`config.mk`:
```
export PLATFORM = sky130hd
export DESIGN_NAME = vram_arbiter
export DESIGN_NICKNAME = d
export VERILOG_FILES = /design/src/rtl/vram_arb_pkg.sv /design/src/rtl/vram_rtag_pipe.sv /design/src/rtl/vram_arbiter.sv
export SDC_FILE = /design/constraint.sdc
export NUM_CORES = 1
export LEC_CHECK = 0
export CAP_MARGIN = 25
export CORE_ASPECT_RATIO = 0.8
export CORE_UTILIZATION = 39
export CTS_BUF_LIST = sky130_fd_sc_hd__clkbuf_4
export DETAILED_ROUTE_END_ITERATION = 12
export PLACE_DENSITY = 0.79
export SYNTH_ARGS = -nofsm -noshare
export SYNTH_HDL_FRONTEND = slang
export SYNTH_SLANG_ARGS = --single-unit
```
`constraint.sdc`:
```
create_clock -name CLK_40MHZ -period 1.7 [get_ports CLK_40MHZ]
set_clock_uncertainty 0.2 [all_clocks]
set_input_delay 0.34 -clock CLK_40MHZ [delete_from_list [all_inputs] [get_ports CLK_40MHZ]]
set_output_delay 0.34 -clock CLK_40MHZ [all_outputs]
set_load 0.1 [all_outputs]
```
`src/rtl/vram_arb_pkg.sv`:
```
// Shared types and defaults for the video RAM arbiter.
// owner_t tags each RAM access so its read data can be returned to the right requester.
package vram_arb_pkg;

    typedef enum logic [1:0] {
        OWN_NONE = 2'd0,
        OWN_VID  = 2'd1,
        OWN_CPU  = 2'd2
    } owner_t;

    localparam int DEF_ADDR_W = 12;
    localparam int DEF_DATA_W = 8;

    // Bits needed to hold 0..v. Never returns less than 1.
    function automatic int clog2_sat(input int v);
        int w;
        w = $clog2(v + 1);
        return (w < 1) ? 1 : w;
    endfunction

endpackage

```
`src/rtl/vram_rtag_pipe.sv`:
```
// Owner-tag shift register that follows each RAM access down the read pipeline.
// Captures RAM read data into the owner's RDATA register and pulses that owner's RVALID.
module vram_rtag_pipe
    import vram_arb_pkg::*;
#(
    parameter int DATA_W      = DEF_DATA_W,
    parameter int RAM_LATENCY = 1
) (
    input  logic              clk,
    input  logic              srst,
    input  owner_t            tag_in,
    input  logic [DATA_W-1:0] ram_rdata,
    output logic              vid_rvalid,
    output logic [DATA_W-1:0] vid_rdata,
    output logic              cpu_rvalid,
    output logic [DATA_W-1:0] cpu_rdata
);

    localparam int DEPTH = RAM_LATENCY + 1;

    owner_t            tag_reg  [DEPTH];
    owner_t            tag_next [DEPTH];
    owner_t            tag_out;
    logic              vid_rvalid_reg;
    logic              cpu_rvalid_reg;
    logic [DATA_W-1:0] vid_rdata_reg;
    logic [DATA_W-1:0] cpu_rdata_reg;

    // Stage k holds the tag of the access issued k+1 cycles ago.
    generate
        for (genvar gi = 0; gi < DEPTH; gi++) begin : g_stage
            if (gi == 0) begin : g_head
                assign tag_next[gi] = tag_in;
            end else begin : g_body
                assign tag_next[gi] = tag_reg[gi-1];
            end
        end
    endgenerate

    // The last stage lines up with the cycle RAM_RDATA is valid.
    assign tag_out = tag_reg[DEPTH-1];

    always_ff @(posedge clk) begin
        if (srst) begin
            tag_reg        <= '{default: OWN_NONE};
            vid_rvalid_reg <= 1'b0;
            cpu_rvalid_reg <= 1'b0;
            vid_rdata_reg  <= '0;
            cpu_rdata_reg  <= '0;
        end else begin
            tag_reg        <= tag_next;
            vid_rvalid_reg <= (tag_out == OWN_VID);
            cpu_rvalid_reg <= (tag_out == OWN_CPU);
            if (tag_out == OWN_VID) begin
                vid_rdata_reg <= ram_rdata;
            end
            if (tag_out == OWN_CPU) begin
                cpu_rdata_reg <= ram_rdata;
            end
        end
    end

    assign vid_rvalid = vid_rvalid_reg;
    assign vid_rdata  = vid_rdata_reg;
    assign cpu_rvalid = cpu_rvalid_reg;
    assign cpu_rdata  = cpu_rdata_reg;

endmodule

```
`src/rtl/vram_arbiter.sv`:
```
// Shares the single-port video RAM between the CPU bus and the CRT scan-fetch unit.
// Video has fixed priority; a starvation counter forces the CPU through after STARVE_LIMIT waits.
module vram_arbiter
    import vram_arb_pkg::*;
#(
    parameter int ADDR_W       = DEF_ADDR_W,
    parameter int DATA_W       = DEF_DATA_W,
    parameter int RAM_LATENCY  = 1,
    parameter int STARVE_LIMIT = 4
) (
    input  logic              CLK_40MHZ,
    input  logic              RESET,
    input  logic              VID_REQ,
    input  logic [ADDR_W-1:0] VID_ADDR,
    output logic              VID_ACK,
    output logic              VID_RVALID,
    output logic [DATA_W-1:0] VID_RDATA,
    input  logic              CPU_REQ,
    input  logic              CPU_WE,
    input  logic [ADDR_W-1:0] CPU_ADDR,
    input  logic [DATA_W-1:0] CPU_WDATA,
    output logic              CPU_ACK,
    output logic              CPU_RVALID,
    output logic [DATA_W-1:0] CPU_RDATA,
    output logic              RAM_EN,
    output logic              RAM_WE,
    output logic [ADDR_W-1:0] RAM_ADDR,
    output logic [DATA_W-1:0] RAM_WDATA,
    input  logic [DATA_W-1:0] RAM_RDATA
);

    localparam int               CNT_W   = clog2_sat(STARVE_LIMIT);
    localparam logic [CNT_W-1:0] LIMIT_C = CNT_W'(STARVE_LIMIT);

    logic [CNT_W-1:0]  starve_cnt_reg;
    logic [CNT_W-1:0]  starve_cnt_next;
    logic              force_cpu;
    logic              cpu_ack;
    logic              vid_ack;
    owner_t            tag_in;

    logic              ram_en_reg;
    logic              ram_we_reg;
    logic [ADDR_W-1:0] ram_addr_reg;
    logic [DATA_W-1:0] ram_wdata_reg;

    logic              vid_wait_reg;
    logic              cpu_wait_reg;
    logic [ADDR_W-1:0] vid_addr_hold_reg;
    logic [ADDR_W-1:0] cpu_addr_hold_reg;
    logic [DATA_W-1:0] cpu_wdata_hold_reg;
    logic              cpu_we_hold_reg;

    always_comb begin
        force_cpu = CPU_REQ && (starve_cnt_reg == LIMIT_C);
        cpu_ack   = !RESET && CPU_REQ && (force_cpu || !VID_REQ);
        vid_ack   = !RESET && VID_REQ && !cpu_ack;

        starve_cnt_next = starve_cnt_reg;
        if (!CPU_REQ || cpu_ack) begin
            starve_cnt_next = '0;
        end else if (starve_cnt_reg != LIMIT_C) begin
            starve_cnt_next = starve_cnt_reg + 1'b1;
        end

        // CPU writes return nothing, so they travel down the pipe as OWN_NONE.
        tag_in = OWN_NONE;
        if (cpu_ack && !CPU_WE) begin
            tag_in = OWN_CPU;
        end else if (vid_ack) begin
            tag_in = OWN_VID;
        end
    end

    always_ff @(posedge CLK_40MHZ) begin
        if (RESET) begin
            starve_cnt_reg <= '0;
            ram_en_reg     <= 1'b0;
            ram_we_reg     <= 1'b0;
            ram_addr_reg   <= '0;
            ram_wdata_reg  <= '0;
        end else begin
            starve_cnt_reg <= starve_cnt_next;
            ram_en_reg     <= cpu_ack || vid_ack;
            ram_we_reg     <= cpu_ack && CPU_WE;
            if (cpu_ack) begin
                ram_addr_reg  <= CPU_ADDR;
                ram_wdata_reg <= CPU_WDATA;
            end else if (vid_ack) begin
                ram_addr_reg  <= VID_ADDR;
            end
        end
    end

    // Simulation-only guard: a waiting requester must keep its command stable.
    always_ff @(posedge CLK_40MHZ) begin
        if (RESET) begin
            vid_wait_reg <= 1'b0;
            cpu_wait_reg <= 1'b0;
        end else begin
            if (vid_wait_reg && VID_REQ) begin
                assert (VID_ADDR == vid_addr_hold_reg);
            end
            if (cpu_wait_reg && CPU_REQ) begin
                assert ((CPU_ADDR == cpu_addr_hold_reg) && (CPU_WE == cpu_we_hold_reg)
                        && (CPU_WDATA == cpu_wdata_hold_reg));
            end
            vid_wait_reg <= VID_REQ && !vid_ack;
            cpu_wait_reg <= CPU_REQ && !cpu_ack;
        end
        vid_addr_hold_reg  <= VID_ADDR;
        cpu_addr_hold_reg  <= CPU_ADDR;
        cpu_we_hold_reg    <= CPU_WE;
        cpu_wdata_hold_reg <= CPU_WDATA;
    end

    vram_rtag_pipe #(
        .DATA_W      (DATA_W),
        .RAM_LATENCY (RAM_LATENCY)
    ) u_rtag_pipe (
        .clk        (CLK_40MHZ),
        .srst       (RESET),
        .tag_in     (tag_in),
        .ram_rdata  (RAM_RDATA),
        .vid_rvalid (VID_RVALID),
        .vid_rdata  (VID_RDATA),
        .cpu_rvalid (CPU_RVALID),
        .cpu_rdata  (CPU_RDATA)
    );

    assign VID_ACK   = vid_ack;
    assign CPU_ACK   = cpu_ack;
    assign RAM_EN    = ram_en_reg;
    assign RAM_WE    = ram_we_reg;
    assign RAM_ADDR  = ram_addr_reg;
    assign RAM_WDATA = ram_wdata_reg;

endmodule
```
* Yosys cells after proc, flatten, opt, wreduce, memory -nomap -nowiden
Index checks and enable logic that the tools add are counted.
Storage, ports and cells: register bits after elaboration 47, bits of input ports 45, output and inout port bits 42
Operators by class: add/sub/neg operators 1, equality and inequality tests 4, muxes and demuxes 4, reduce and logical (&&, ||, !) cells 18
Operators with widths (count):
- 2-to-1 mux 12 bit | 2
- logical AND 1 bit | 7
- logical NOT 1 bit | 5
- OR reduction 2 bit | 2
- adder 3 x 1 -> 3 bit (second input constant) | 1
- equality test 3 bit (second input constant) | 1
- logical OR 1 bit | 3
- != test 3 bit (second input constant) | 1
- equality test 2 x 1 -> 1 bit (second input constant) | 1
- equality test 2 bit (second input constant) | 1
- 2-to-1 mux 2 bit | 1
- nonzero test 2 bit | 1
- 2-to-1 mux 1 bit | 1

* Longest topological paths before layout
depth after elaboration 8, gate-level depth with buffers 7

* Hierarchy
From an unflattened synthesis, not the netlist that was laid out.
Second synthesis, totals: cells, all modules 202, area total of the unflattened synthesis 2060.7 sq um
By module, submodules not included:
- vram_arbiter | times used 1, cells an instance 127, area each 1223.7 sq um, sequential area each 500.5 sq um
- vram_rtag_pipe | times used 1, cells an instance 75, area each 837.1 sq um, sequential area each 440.4 sq um

* Worst setup path before layout
OpenSTA, ideal clock, no wires.
path kind register -> output, start point register starve_cnt_reg[0], end point output port VID_ACK, data arrival time 2.396 ns, data required time 1.160 ns, path slack -1.236 ns, cell stages (with the launch flop) 8, cells stage by stage dfxtp_1 inv_1 ha_1 a21bo_2 nand2_2 inv_2 buf_6 nor3b_2
Between the ends: word-level cells in the longest chain between the ends 6
Ends and longest elaborated chain:
- start: declaration | RTL line vram_arbiter.sv:35 | logic [CNT_W-1:0] starve_cnt_reg;
- start signal: assignment | RTL line vram_arbiter.sv:83 | starve_cnt_reg <= starve_cnt_next;
- equality test 3 bit | RTL line vram_arbiter.sv:55 | force_cpu = CPU_REQ && (starve_cnt_reg == LIMIT_C);
- logical AND 1 bit | RTL line vram_arbiter.sv:55
- logical OR 1 bit | RTL line vram_arbiter.sv:56 | cpu_ack = !RESET && CPU_REQ && (force_cpu || !VID_REQ);
- logical AND 1 bit | RTL line vram_arbiter.sv:56
- net CPU_ACK | RTL line vram_arbiter.sv:22 | output logic CPU_ACK,
- logical NOT 1 bit
- logical AND 1 bit | RTL line vram_arbiter.sv:57 | vid_ack = !RESET && VID_REQ && !cpu_ack;
- end: declaration | RTL line vram_arbiter.sv:15 | output logic VID_ACK,
The timed path passes the listed nets, and every way through them passes these cells.

* Worst setup path after layout
start point register starve_cnt_reg[0], end point output port VID_ACK
Between the ends: word-level cells in the longest chain between the ends 6
Ends and longest elaborated chain (RTL line):
- equality test 3 bit | vram_arbiter.sv:55
- logical AND 1 bit | vram_arbiter.sv:55
- logical OR 1 bit | vram_arbiter.sv:56
- logical AND 1 bit | vram_arbiter.sv:56
- logical NOT 1 bit
- logical AND 1 bit | vram_arbiter.sv:57
Every way passes these cells.

==> reports/metrics.csv <==
metric;value;unit
I/O pin count;87;
final hold slack;251;ps
startpoint class of the critical path;flop;
largest net degree at the start of global routing;26;
per-cell routed wire length;14.0;um
Hold Crit Class;reg -> reg;
internal cell power;1.71;mW
top cell family by delay on the critical path;flip-flops;
Period Utilization, post-route;128;%
Port Buf Inserts;86;
CTS max path bufs;2;
Largest register FFs;12;
Worst slew margin;62.2;%
post-DP HPWL;3850;um
ranking of synthesized cells by area;dfxtp_1 48%, nand2_1 8.3%, mux2_4 6.1%, o211ai_2 5.8%, nand3b_1 4.2%;
layout cell share with drive strength beyond 1;33.2;%
vias per cell;4.90;
leakage power;1.40;nW
max cap viols;0;
Syn Std Cell Area;0.00195;sq mm
clock buffer count from CTS;5;
die width;81.1;um
Final Non-Filler Cells;361;
gp weighted congestion;0.761;
CP startpoint;starve_cnt_reg[0];
Die Area;0.00530;sq mm
CP max FO;2;
final setup TNS;-848;ps
flop2flop setup slack;0;ps
FF+latch area;945;sq um
Max VDD drop;0.493;mV
synth cell count leaders;47 x dfxtp_1, 43 x nand2_1, 16 x a21oi_1, 12 x nor2b_1;
Yosys top cell by area;dfxtp_1;
worst slew pin tran;566;ps
required time of the critical path;1160;ps
CP max stage delay;360;ps
TritonCTS clock tree;done;
# rows;22;
final wirelength;5050;um
Worst Path Arrival;1640;ps
global route overflow;0;
DR vias;1770;
sw power;0.967;mW
Mapped Avg Cell Area;9.62;sq um
Pins Over Slew Limit;0;
Num Clock Sinks;47;
drt pass-1 iters;5;
Mapped Nets;250;
multi-input combinational cell area;938;sq um
ys flop type;dfxtp_1;
total power;2.68;mW
crit path capture type;primary output;
Final Setup Violations;3;
Yosys top cell area share;48.2;%
GR Util All Layers;20.2;%
Max Clk Rate;0.458;GHz
root buffer cell;clkbuf_4;
most common cell in the netlist;dfxtp_1;
FFs w/ async S/R, synth;0;%
initial antenna violation count;0;
final hold vios;0;
sequential cell area fraction in the yosys report;48.2;%
# DRC;0;
ANT cells;0;
Sw Ratio;36.1;%
Worst Path Class, Setup;reg -> out;
Core Area;0.00471;sq mm
DRT antenna net count;0;
hold_sp;u_rtag_pipe.tag_next[0];
htree depth;2;
pwr dens;772;mW/mm^2
Clk Latency, worst-skew pair;350;ps
RSZ-0062 raised after global routing;yes;
status;finished, violations left;
Logic pwr share;35.0;%
height of the die;65.3;um
Netlist cell types;30;
initial DRC count;107;
Hold Buf Count CTS;0;
first-pass GRT wire length;7980;um
Syn-to-layout area delta;77.6;%
CP max stage cell;dfxtp_2;
Yosys reg bits;47;
failing checks;setup timing;
Fillers;332;
EDFF count, synth;0;
vias in the first global route;1677;
Final #Nets;347;
Reg power frac;45.4;%
Crit path buffers/inverters;3;
Clk network pwr share;19.5;%
Worst Slack Setup Final;-483;ps
Reg clk slew, reported paths;140;ps
critical path cell sequence;inv_2 -> ha_4 -> a21bo_4 -> nand2_4 -> inv_4 -> nor3b_4 -> buf_12;
Initial Util;41.5;%
Synth Instances;203;
Synth warnings;0;
dpl cells;349;
worst r2r src;starve_cnt_reg[0];
post-layout min period;2180;ps
==> kinds of logic after synthesis <==
logic type	Yosys count	share of synthesized area, %
muxes	9	6.66
and+or+nand+nor	95	25.2
DFF	47	48.2
buffers and inverters	19	5.32
adders and majority gates	2	1.28
AOI/OAI and AO/OA	31	13.3
==> what timing repair did <==
item	CTS	global route
endpoints found under the setup margin	7	13
buffers inserted	1	3
resized for setup	1	1
cloned	0	0
pin swaps	1	0
==> final cells by class <==
class                           count  share of cell area (%)
Multi-Input combinational cell    137                    27.1
Clock buffer                        5                    1.08
Inverter                            4                   0.505
Tap cell                           60                    2.16
Clock inverter                      3                   0.577
Timing Repair Buffer              105                    41.4
Sequential cell                    47                    27.2
==> per-layer routing <==
| layer | vias up | part of all wire [%] | track usage (%) |
|---|---|---|---|
| met1 | 822 | 41 | 23.5 |
| met2 | 69 | 48 | 33.5 |
| met5 | - | 0 | 0 |
| met3 | 6 | 9.1 | 8.61 |
| met4 | 0 | 1.3 | 6.25 |
| li1 | 873 | - | - |
==> stage by stage <==
| stage | utilization (%) | instance area, sq um | setup WS [ps] |
|---|---|---|---|
| detailed placement | 71.7 | 3380 | -462 |
| finish | 73.7 | 3470 | -483 |
| global placement | 71.7 | 3380 | -407 |
| CTS | 73.2 | 3450 | -503 |
| global route | 73.7 | 3470 | -554 |
| floorplan | - | 2000 | -731 |
==> path summary, 6_finish.rpt <==
path / to / cells past startpoint
min reg2reg: u_rtag_pipe.tag_out[0] / 1
max reg2reg: RAM_WDATA[2] / 6
max: VID_ACK / 7
min: u_rtag_pipe.tag_out[0] / 1
==> power groups by stage <==
stage               clock (mW)  sequential, mW  combinational (mW)
detailed placement           0            1.24               0.935
global route             0.600            1.22               0.970
CTS                      0.538            1.22               0.939
finish                   0.523            1.22               0.939
global placement             0            1.24               0.924
floorplan                    0            1.58               0.182
==> layout by cell type, fill, tap and decap left out, types with 2 or more instances in the layout <==
master            n
a21oi_1          16
and3_1            2
buf_12           43
buf_4            17
clkbuf_4          5
clkdlybuf4s50_1  43
dfxtp_1          44
dfxtp_2           3
inv_2             3
mux2_4            8
nand2_1          43
nand2b_1          3
nand3_1          11
nand3b_1         11
nor2_1            6
nor2b_1          12
nor3_1            2
o211ai_1          2
o211ai_2          9
No activity file was read; power rests on OpenSTA's default activity.
